==> config.mk <==
export PLATFORM = sky130hd
export DESIGN_NAME = mem_arbiter_flat
export DESIGN_NICKNAME = d
export VERILOG_FILES = /design/src/rtl/mem_arbiter_if.sv /design/src/rtl/mem_arbiter.sv /design/src/flat_wrapper.sv
export SDC_FILE = /design/constraint.sdc
export NUM_CORES = 1
export LEC_CHECK = 0
export ABC_AREA = 1
export BUFFER_PORTS_ARGS = -buffer_cell sky130_fd_sc_hd__buf_4
export CAP_MARGIN = 20
export CORE_ASPECT_RATIO = 0.8
export CORE_UTILIZATION = 40
export DETAILED_ROUTE_END_ITERATION = 12
export HOLD_SLACK_MARGIN = 0.03
export PLACE_DENSITY_LB_ADDON = 0.2
export SYNTH_ARGS = -nofsm -noshare
export SYNTH_HDL_FRONTEND = slang
export SYNTH_SLANG_ARGS = --single-unit
==> constraint.sdc <==
create_clock -name clk -period 7.6 [get_ports clk]
set_input_delay 1.14 -clock clk [delete_from_list [all_inputs] [get_ports clk]]
set_output_delay 1.14 -clock clk [all_outputs]
set_load 0.03 [all_outputs]
==> src/rtl/mem_arbiter_if.sv <==
// Bundles the fetch port, data port and shared-memory handshake of mem_arbiter.
// master = arbiter side, slave = requesters plus memory (the environment).
interface mem_arbiter_if #(
  parameter int ADDR_WIDTH = 32,
  parameter int DATA_WIDTH = 32
);
  localparam int BE_WIDTH = DATA_WIDTH / 8;

  logic                  if_req;
  logic [ADDR_WIDTH-1:0] if_addr;
  logic                  if_valid;
  logic [DATA_WIDTH-1:0] if_rdata;

  logic                  d_req;
  logic                  d_we;
  logic [ADDR_WIDTH-1:0] d_addr;
  logic [DATA_WIDTH-1:0] d_wdata;
  logic [BE_WIDTH-1:0]   d_be;
  logic                  d_valid;
  logic [DATA_WIDTH-1:0] d_rdata;

  logic                  mem_req;
  logic                  mem_we;
  logic [ADDR_WIDTH-1:0] mem_addr;
  logic [DATA_WIDTH-1:0] mem_wdata;
  logic [BE_WIDTH-1:0]   mem_be;
  logic                  mem_gnt;
  logic                  mem_rvalid;
  logic [DATA_WIDTH-1:0] mem_rdata;

  logic                  busy;

  modport master (
    input  if_req, if_addr,
    output if_valid, if_rdata,
    input  d_req, d_we, d_addr, d_wdata, d_be,
    output d_valid, d_rdata,
    output mem_req, mem_we, mem_addr, mem_wdata, mem_be,
    input  mem_gnt, mem_rvalid, mem_rdata,
    output busy
  );

  modport slave (
    output if_req, if_addr,
    input  if_valid, if_rdata,
    output d_req, d_we, d_addr, d_wdata, d_be,
    input  d_valid, d_rdata,
    input  mem_req, mem_we, mem_addr, mem_wdata, mem_be,
    output mem_gnt, mem_rvalid, mem_rdata,
    input  busy
  );
endinterface

==> src/rtl/mem_arbiter.sv <==
// Fetch/data arbiter for one single-ported memory; zero-wait access = grant->valid in 2 cycles, 3-cycle period.
// Back-pressure: mem_req and the mem_* copy hold until mem_gnt; requesters hold req until their valid pulse.
module mem_arbiter #(
  parameter int ADDR_WIDTH   = 32,
  parameter int DATA_WIDTH   = 32,
  parameter int MAX_D_STREAK = 4
) (
  input  logic          clk,
  input  logic          rst,
  mem_arbiter_if.master bus
);
  localparam int BE_WIDTH = DATA_WIDTH / 8;
  localparam int SW       = $clog2(MAX_D_STREAK + 1);
  localparam logic [SW-1:0] STREAK_MAX = SW'(MAX_D_STREAK);

  typedef enum logic [1:0] {IDLE, REQ, WAIT, RESP} state_t;

  state_t                state;
  state_t                state_nxt;
  logic                  grant_d;
  logic                  grant_f;
  logic                  capture;

  logic                  owner_d;
  logic [SW-1:0]         streak;
  logic                  mem_we_q;
  logic [ADDR_WIDTH-1:0] mem_addr_q;
  logic [DATA_WIDTH-1:0] mem_wdata_q;
  logic [BE_WIDTH-1:0]   mem_be_q;
  logic [DATA_WIDTH-1:0] if_rdata_q;
  logic [DATA_WIDTH-1:0] d_rdata_q;

  always_ff @(posedge clk or posedge rst) begin
    if (rst) begin
      state <= IDLE;
    end else begin
      state <= state_nxt;
    end
  end

  always_comb begin
    state_nxt = state;
    grant_d   = 1'b0;
    grant_f   = 1'b0;
    capture   = 1'b0;
    case (state)
      IDLE: begin
        // Data wins unless fetch has already waited out a full streak.
        if (bus.d_req && !(bus.if_req && streak == STREAK_MAX)) begin
          grant_d = 1'b1;
        end else if (bus.if_req) begin
          grant_f = 1'b1;
        end
        if (grant_d || grant_f) begin
          state_nxt = REQ;
        end
      end
      REQ: begin
        if (bus.mem_gnt) begin
          if (bus.mem_rvalid) begin
            capture   = 1'b1;
            state_nxt = RESP;
          end else begin
            state_nxt = WAIT;
          end
        end
      end
      WAIT: begin
        if (bus.mem_rvalid) begin
          capture   = 1'b1;
          state_nxt = RESP;
        end
      end
      RESP: begin
        state_nxt = IDLE;
      end
      default: begin
        state_nxt = IDLE;
      end
    endcase
  end

  always_ff @(posedge clk or posedge rst) begin
    if (rst) begin
      owner_d     <= 1'b0;
      streak      <= '0;
      mem_we_q    <= 1'b0;
      mem_addr_q  <= '0;
      mem_wdata_q <= '0;
      mem_be_q    <= '0;
      if_rdata_q  <= '0;
      d_rdata_q   <= '0;
    end else begin
      if (grant_d) begin
        owner_d     <= 1'b1;
        mem_we_q    <= bus.d_we;
        mem_addr_q  <= bus.d_addr;
        mem_wdata_q <= bus.d_wdata;
        mem_be_q    <= bus.d_be;
        if (bus.if_req) begin
          streak <= (streak == STREAK_MAX) ? streak : streak + 1'b1;
        end else begin
          streak <= '0;
        end
      end else if (grant_f) begin
        owner_d     <= 1'b0;
        mem_we_q    <= 1'b0;
        mem_addr_q  <= bus.if_addr;
        mem_wdata_q <= '0;
        mem_be_q    <= '1;
        streak      <= '0;
      end

      // Store acknowledges carry no data, so d_rdata keeps the last load.
      if (capture) begin
        if (!owner_d) begin
          if_rdata_q <= bus.mem_rdata;
        end else if (!mem_we_q) begin
          d_rdata_q <= bus.mem_rdata;
        end
      end
    end
  end

  assign bus.mem_req   = (state == REQ);
  assign bus.mem_we    = mem_we_q;
  assign bus.mem_addr  = mem_addr_q;
  assign bus.mem_wdata = mem_wdata_q;
  assign bus.mem_be    = mem_be_q;

  assign bus.if_valid  = (state == RESP) && !owner_d;
  assign bus.d_valid   = (state == RESP) && owner_d;
  assign bus.if_rdata  = if_rdata_q;
  assign bus.d_rdata   = d_rdata_q;
  assign bus.busy      = (state != IDLE);
endmodule

==> src/flat_wrapper.sv <==
// flat-port wrapper written by rule: the top's interface ports become plain ports
module mem_arbiter_flat 
#(
  parameter int ADDR_WIDTH   = 32,
  parameter int DATA_WIDTH   = 32,
  parameter int MAX_D_STREAK = 4
)
  (clk, rst, bus_if_req, bus_if_addr, bus_if_valid, bus_if_rdata, bus_d_req, bus_d_we, bus_d_addr, bus_d_wdata, bus_d_be, bus_d_valid, bus_d_rdata, bus_mem_req, bus_mem_we, bus_mem_addr, bus_mem_wdata, bus_mem_be, bus_mem_gnt, bus_mem_rvalid, bus_mem_rdata, bus_busy);
  mem_arbiter_if #(.ADDR_WIDTH(ADDR_WIDTH), .DATA_WIDTH(DATA_WIDTH)) bus_i ();
  input  logic clk;
  input  logic rst;
  input wire logic [$bits(bus_i.if_req)-1:0] bus_if_req;
  input wire logic [$bits(bus_i.if_addr)-1:0] bus_if_addr;
  output wire logic [$bits(bus_i.if_valid)-1:0] bus_if_valid;
  output wire logic [$bits(bus_i.if_rdata)-1:0] bus_if_rdata;
  input wire logic [$bits(bus_i.d_req)-1:0] bus_d_req;
  input wire logic [$bits(bus_i.d_we)-1:0] bus_d_we;
  input wire logic [$bits(bus_i.d_addr)-1:0] bus_d_addr;
  input wire logic [$bits(bus_i.d_wdata)-1:0] bus_d_wdata;
  input wire logic [$bits(bus_i.d_be)-1:0] bus_d_be;
  output wire logic [$bits(bus_i.d_valid)-1:0] bus_d_valid;
  output wire logic [$bits(bus_i.d_rdata)-1:0] bus_d_rdata;
  output wire logic [$bits(bus_i.mem_req)-1:0] bus_mem_req;
  output wire logic [$bits(bus_i.mem_we)-1:0] bus_mem_we;
  output wire logic [$bits(bus_i.mem_addr)-1:0] bus_mem_addr;
  output wire logic [$bits(bus_i.mem_wdata)-1:0] bus_mem_wdata;
  output wire logic [$bits(bus_i.mem_be)-1:0] bus_mem_be;
  input wire logic [$bits(bus_i.mem_gnt)-1:0] bus_mem_gnt;
  input wire logic [$bits(bus_i.mem_rvalid)-1:0] bus_mem_rvalid;
  input wire logic [$bits(bus_i.mem_rdata)-1:0] bus_mem_rdata;
  output wire logic [$bits(bus_i.busy)-1:0] bus_busy;
  assign bus_i.if_req = bus_if_req;
  assign bus_i.if_addr = bus_if_addr;
  assign bus_if_valid = bus_i.if_valid;
  assign bus_if_rdata = bus_i.if_rdata;
  assign bus_i.d_req = bus_d_req;
  assign bus_i.d_we = bus_d_we;
  assign bus_i.d_addr = bus_d_addr;
  assign bus_i.d_wdata = bus_d_wdata;
  assign bus_i.d_be = bus_d_be;
  assign bus_d_valid = bus_i.d_valid;
  assign bus_d_rdata = bus_i.d_rdata;
  assign bus_mem_req = bus_i.mem_req;
  assign bus_mem_we = bus_i.mem_we;
  assign bus_mem_addr = bus_i.mem_addr;
  assign bus_mem_wdata = bus_i.mem_wdata;
  assign bus_mem_be = bus_i.mem_be;
  assign bus_i.mem_gnt = bus_mem_gnt;
  assign bus_i.mem_rvalid = bus_mem_rvalid;
  assign bus_i.mem_rdata = bus_mem_rdata;
  assign bus_busy = bus_i.busy;
  mem_arbiter #(.ADDR_WIDTH(ADDR_WIDTH), .DATA_WIDTH(DATA_WIDTH), .MAX_D_STREAK(MAX_D_STREAK)) u_core (.clk(clk), .rst(rst), .bus(bus_i));
endmodule
==> results.toml, run 1 <==
[logic_synthesis]
avgSynthCellArea_um2 = 8.22
ys_types = 17
synth_warnings = 0
synth_cells = 738
syn_area_um2 = 6070
synthesis.nets = 884
yosysSeqAreaShare_pct = 57.3
synth_seq_cells = 139

[worst_setup_path]
end_kind = "flop"
crit_type = "flop to flop"
required_ns = 7.90
arrival_ns = 3.24
critPathMaxFanout = 67
worstSetupStartpointType = "flop"

[placement]
io_buffers = 275
place_congestion = 0.774
dp.cells = 1163
hpwl_um = 11400

[sta]
skew_ns = 0.00973
min_period_ns = 2.93
hold_viol = 0
slew_headroom_pct = 40.7
rsz0062_at_grt = "no"
final_max_slew_viol_count = 0
tightestPinTransition_ns = 0.889
setup_viol = 0
period_share_pct = 38.6
setup_tns_ns = 0
timing.fmax_ghz = 0.341

[detailed_routing]
drt_iter0_drc = 331
drt_pre_antenna_iters = 6
wire_per_inst_um = 13.7
ant_nets = 0
wirelength_um = 16400
route.detailed.drc = 0
vias = 5595
vias_per_cell = 4.68

[cts]
post_cts_buffers = 0
numCtsBuffers = 17
cts_max_level = 4
hold_buffers = 0
ctsResizeCount = 0
path_clk_slew_ns = 0.06
cts_max_path_buffers = 2
cts_root_buffer = "clkbuf_16"
clock_sinks = 139
clock_latency_ns = 0.42
cts_tree = "done"

[layout]
layout-drive-gt1-share_pct = 31.7
final_core_util_pct = 60.9
fin_cells = 1196
nets = 1145
antennaDiodeCount = 0
syn_to_final_growth_pct = 45.9

[power]
power_w = 0.00398
peakVddDrop_uv = 255
seq_power_share_pct = 31.6
p_clk_share_pct = 20.0
netSwitchingPower_w = 0.00177
switching_share_pct = 44.5
power.density_nw_per_um2 = 449
intPower_w = 0.00221
p_comb_share_pct = 48.4
p_leak_nw = 5.13

[floorplan]
dieArea_um2 = 15700
die_h_um = 112
start_util_pct = 41.7
die_w_um = 140
io_pins = 276
core-area_um2 = 14500
rows = 39

[worst_hold_path]
hp-class = "flop to flop"

[global_route]
grt_start_max_net_pins = 73
grt_pass1_vias = 5421
grt_overflow = 0
grt_pass1_wl_um = 27000
track_usage_pct = 21.8
antenna_found_initial = 0

[flow_run]
maxCapViolations = 0

[run_status]
status = "complete, no violations"
## sequential cells by signal (all words and copies together), names as in the netlist
name / count
u_core.bus.d_rdata: 32
u_core.bus.if_rdata: 32
u_core.bus.mem_addr: 32
u_core.bus.mem_be: 4
u_core.bus.mem_wdata: 32
u_core.bus.mem_we: 1
u_core.owner_d: 1
u_core.state: 2
u_core.streak: 3
## metal layers
metal  track usage [%]  wire, um  vias up
li1                  -         -     2791
met1              28.2      7380     2536
met2              33.7      7380      229
met3              6.31      1120       39
met4              10.6       558        0
met5                 0         0        -
## power groups by stage
stage	Clock [W]	Combinational [W]	Sequential (W)
floorplan	0	0.000591	0.00186
global placement	0	0.00191	0.00126
detailed placement	0	0.00194	0.00126
CTS	0.000812	0.00194	0.00126
global route	0.000848	0.00209	0.00130
finish	0.000796	0.00192	0.00126
## cells in the mapped netlist, drive strengths merged
cell type | count | share of area (%)
dfrtp | 139 | 57
xnor2 | 1 | 0.14
a21oi | 1 | 0.082
o22ai | 1 | 0.10
ha | 7 | 1.4
nand3 | 103 | 8.7
inv | 120 | 7.4
buf | 21 | 1.9
o21ai | 71 | 5.9
nor2 | 5 | 0.31
nand3b | 1 | 0.12
clkbuf | 19 | 1.2
nand2 | 249 | 15
## placed cells by master (no fill, tap or decap), types with 2 or more instances in the layout
master      instances
buf_4             280
nand2_1           249
dfrtp_1           139
inv_1             117
nand3_1           100
o21ai_0            70
clkbuf_16          17
inv_6               7
ha_1                7
nor2_1              5
clkinvlp_4          5
nand3_2             3
inv_2               2
## kinds of logic (layout without fill, tap and decap cells)
| group | count (synthesis) | count (layout) | synth area share (%) |
|---|---|---|---|
| flip-flops | 139 | 139 | 57.3 |
| AND/OR/NAND/NOR | 358 | 358 | 24.5 |
| buffers and inverters | 160 | 434 | 10.5 |
| AO/OA/AOI/OAI | 73 | 73 | 6.11 |
| XOR/XNOR | 1 | 1 | 0.144 |
| adder cells (fa/ha/maj) | 7 | 7 | 1.44 |
## final cells by class
type,instances,area [um^2]
fillers,1327,5690
flip-flops and latches,139,3480
repair buffers,282,2150
multi-input cells,439,1970
inverters,120,455
clock buffers,18,439
well taps,184,230
clock inverters,14,134
## critical path: stages (launching register included)
cell	delay [ns]
dfrtp_1	0.43
inv_1	0.14
ha_1	0.31
nand2_1	0.10
inv_2	0.05
buf_4	0.57
nand2_1	0.59
buf_4	0.40
o21ai_0	0.17
inv_1	0.06
## final timing paths
check,start,to,slack (ns),depth (start not counted)
setup / recovery,u_core.state[0],u_core.bus.mem_be[3],4.67,9
hold / removal,u_core.bus.mem_wdata[19],u_core.bus.mem_wdata[19],0.47,2
setup reg to reg,u_core.state[0],u_core.bus.mem_be[3],4.67,9
hold reg to reg,u_core.bus.mem_wdata[19],u_core.bus.mem_wdata[19],0.47,2
max in group asynchronous,rst,u_core.bus.mem_wdata[30],5.44,3
min in group asynchronous,rst,u_core.bus.mem_wdata[28],0.80,2
## through the flow
step / instance area [um^2] / setup slack, ns / hold WS (ns)
after floorplan: 6070 / 2.74 / 0.495
after global placement: 8230 / 4.37 / 0.456
after detailed placement: 8260 / 4.31 / 0.460
after CTS: 8830 / 4.63 / 0.475
after global routing: 8850 / 4.29 / 0.490
final: 8850 / 4.67 / 0.471
Power figures use the tool's default switching activity.
==> inputs of run 2 (changes only) <==
- clock period: 7.6 -> 2.9 ns (I/O delays scaled with it)
==> results.toml, run 2 (same netlist as run 1, synthesis figures left out) <==
[run_status]
status = "complete, no violations"

[cts]
path_clk_slew_ns = 0.06
numCtsBuffers = 17
hold_buffers = 0
post_cts_buffers = 0
cts_max_level = 4
cts_max_path_buffers = 2
cts_root_buffer = "clkbuf_16"
clock_sinks = 139
clock_latency_ns = 0.41
ctsResizeCount = 0
cts_tree = "done"

[sta]
rsz0062_at_grt = "no"
setup_tns_ns = 0
tightestPinTransition_ns = 0.758
hold_viol = 0
slew_headroom_pct = 49.5
period_share_pct = 72.2
setup_viol = 0
skew_ns = 0.00916
min_period_ns = 2.10
final_max_slew_viol_count = 0
timing.fmax_ghz = 0.477

[placement]
hpwl_um = 11400
place_congestion = 0.757
dp.cells = 1166
io_buffers = 275
placed_cell_area_um2 = 8290

[worst_setup_path]
rrSetupSlack_ns = 0.80
crit_start = "u_core.state[0]"
worstSetupStartpointType = "flop"
rr_startpoint = "u_core.state[0]"
reg2regPathDepth = 7
crit_type = "flop to flop"
required_ns = 3.22
r2r_end = "u_core.bus.d_rdata[15]"
critPathMaxFanout = 33
end_kind = "flop"
arrival_ns = 2.42

[global_route]
grt_pass1_wl_um = 27300
grt_overflow = 0
grt_pass1_vias = 5218
track_usage_pct = 22.1
antenna_found_initial = 0
grt_start_max_net_pins = 140

[layout]
antennaDiodeCount = 0
layout-drive-gt1-share_pct = 31.9
stdcell_area_um2 = 8930
fill_cells = 1337
final_cell_mix = "buf_4 (282), nand2_1 (249), dfrtp_1 (139)"
fin_cells = 1198
nets = 1147
final_core_util_pct = 61.4
final_common_cell = "buf_4"
syn_to_final_growth_pct = 47.2

[power]
intPower_w = 0.00606
peakVddDrop_uv = 629
netSwitchingPower_w = 0.00462
switching_share_pct = 43.3
power.density_nw_per_um2 = 1200
p_leak_nw = 5.18
seq_power_share_pct = 30.9
p_clk_share_pct = 21.9
p_comb_share_pct = 47.3

[floorplan]
start_util_pct = 41.7
rows = 39
die_w_um = 140
die_h_um = 112
core-area_um2 = 14500
dieArea_um2 = 15700
io_pins = 276

[detailed_routing]
wirelength_um = 16700
ant_nets = 0
route.detailed.drc = 0
vias_per_cell = 4.65
drt_iter0_drc = 264
wire_per_inst_um = 14.0
vias = 5566
drt_pre_antenna_iters = 5

[worst_hold_path]
hp-class = "input pin to flop"
holdPathEnd = "u_core.bus.mem_be[0]"
min_from = "bus_d_be[0]"
holdPathStages = 3

[flow_run]
maxCapViolations = 0
## run 2: cell count changes in the layout (fill, tap and decap cells not counted)
| cell | delta |
|---|---|
| buf_12 | +1 |
| buf_16 | -1 |
| buf_4 | +2 |
| bufinv_16 | +3 |
| clkbuf_8 | +1 |
| clkinv_2 | +2 |
| clkinv_4 | +2 |
| clkinvlp_4 | -4 |
| inv_6 | -4 |
## run 2: final cells by class
| type | instances | area, um^2 | area share, % |
|---|---|---|---|
| sequential | 139 | 3480 | 39.0 |
| timing repair buffer | 284 | 2160 | 24.2 |
| multi-input combinational | 439 | 1970 | 22.0 |
| inverter | 120 | 454 | 5.09 |
| clock buffer | 19 | 453 | 5.07 |
| tap | 184 | 230 | 2.58 |
| clock inverter | 13 | 188 | 2.10 |
## run 2: per-stage QoR
step           setup WS (ns)  total power (W)  hold slack (ns)
2_1_floorplan          0.730          0.00641            0.495
3_5_place_dp           0.794          0.00842            0.460
4_1_cts                0.790           0.0108            0.225
6_report               0.805           0.0107            0.248
5_1_grt                0.552           0.0113            0.238
3_3_place_gp           0.868          0.00834            0.456
## run 2: how the worst max path moves through the flow
stage / slack, ns / to / cells after the start
floorplan: 0.73 / u_core.bus.d_rdata[0] / 1
global placement: 0.87 / u_core.bus.d_rdata[8] / 8
detailed placement: 0.79 / u_core.bus.d_rdata[2] / 8
CTS: 0.79 / u_core.bus.d_rdata[4] / 8
global route: 0.55 / u_core.bus.d_rdata[4] / 8
finish: 0.80 / u_core.bus.d_rdata[15] / 7
## run 2: worst max-delay path: stages, from the launching register on
cell	delay, ns
dfrtp_1	0.41
inv_1	0.12
ha_1	0.31
nand2_1	0.05
inv_1	0.09
nand3_2	0.47
buf_12	0.37
o21ai_0	0.19
## run 2: routing by layer
metal / track usage (%) / part of all wire, %
met5: 0 / 0
met4: 7.77 / 1.7
met3: 5.93 / 6.2
met2: 34.8 / 47
met1: 29.5 / 45
## run 2: power by group through the flow
stage               Clock [W]  Sequential, W  Combinational, W
CTS                   0.00240        0.00330           0.00511
global route          0.00248        0.00341           0.00545
finish                0.00234        0.00330           0.00505
floorplan                   0        0.00486           0.00155
detailed placement          0        0.00330           0.00511
global placement            0        0.00330           0.00503
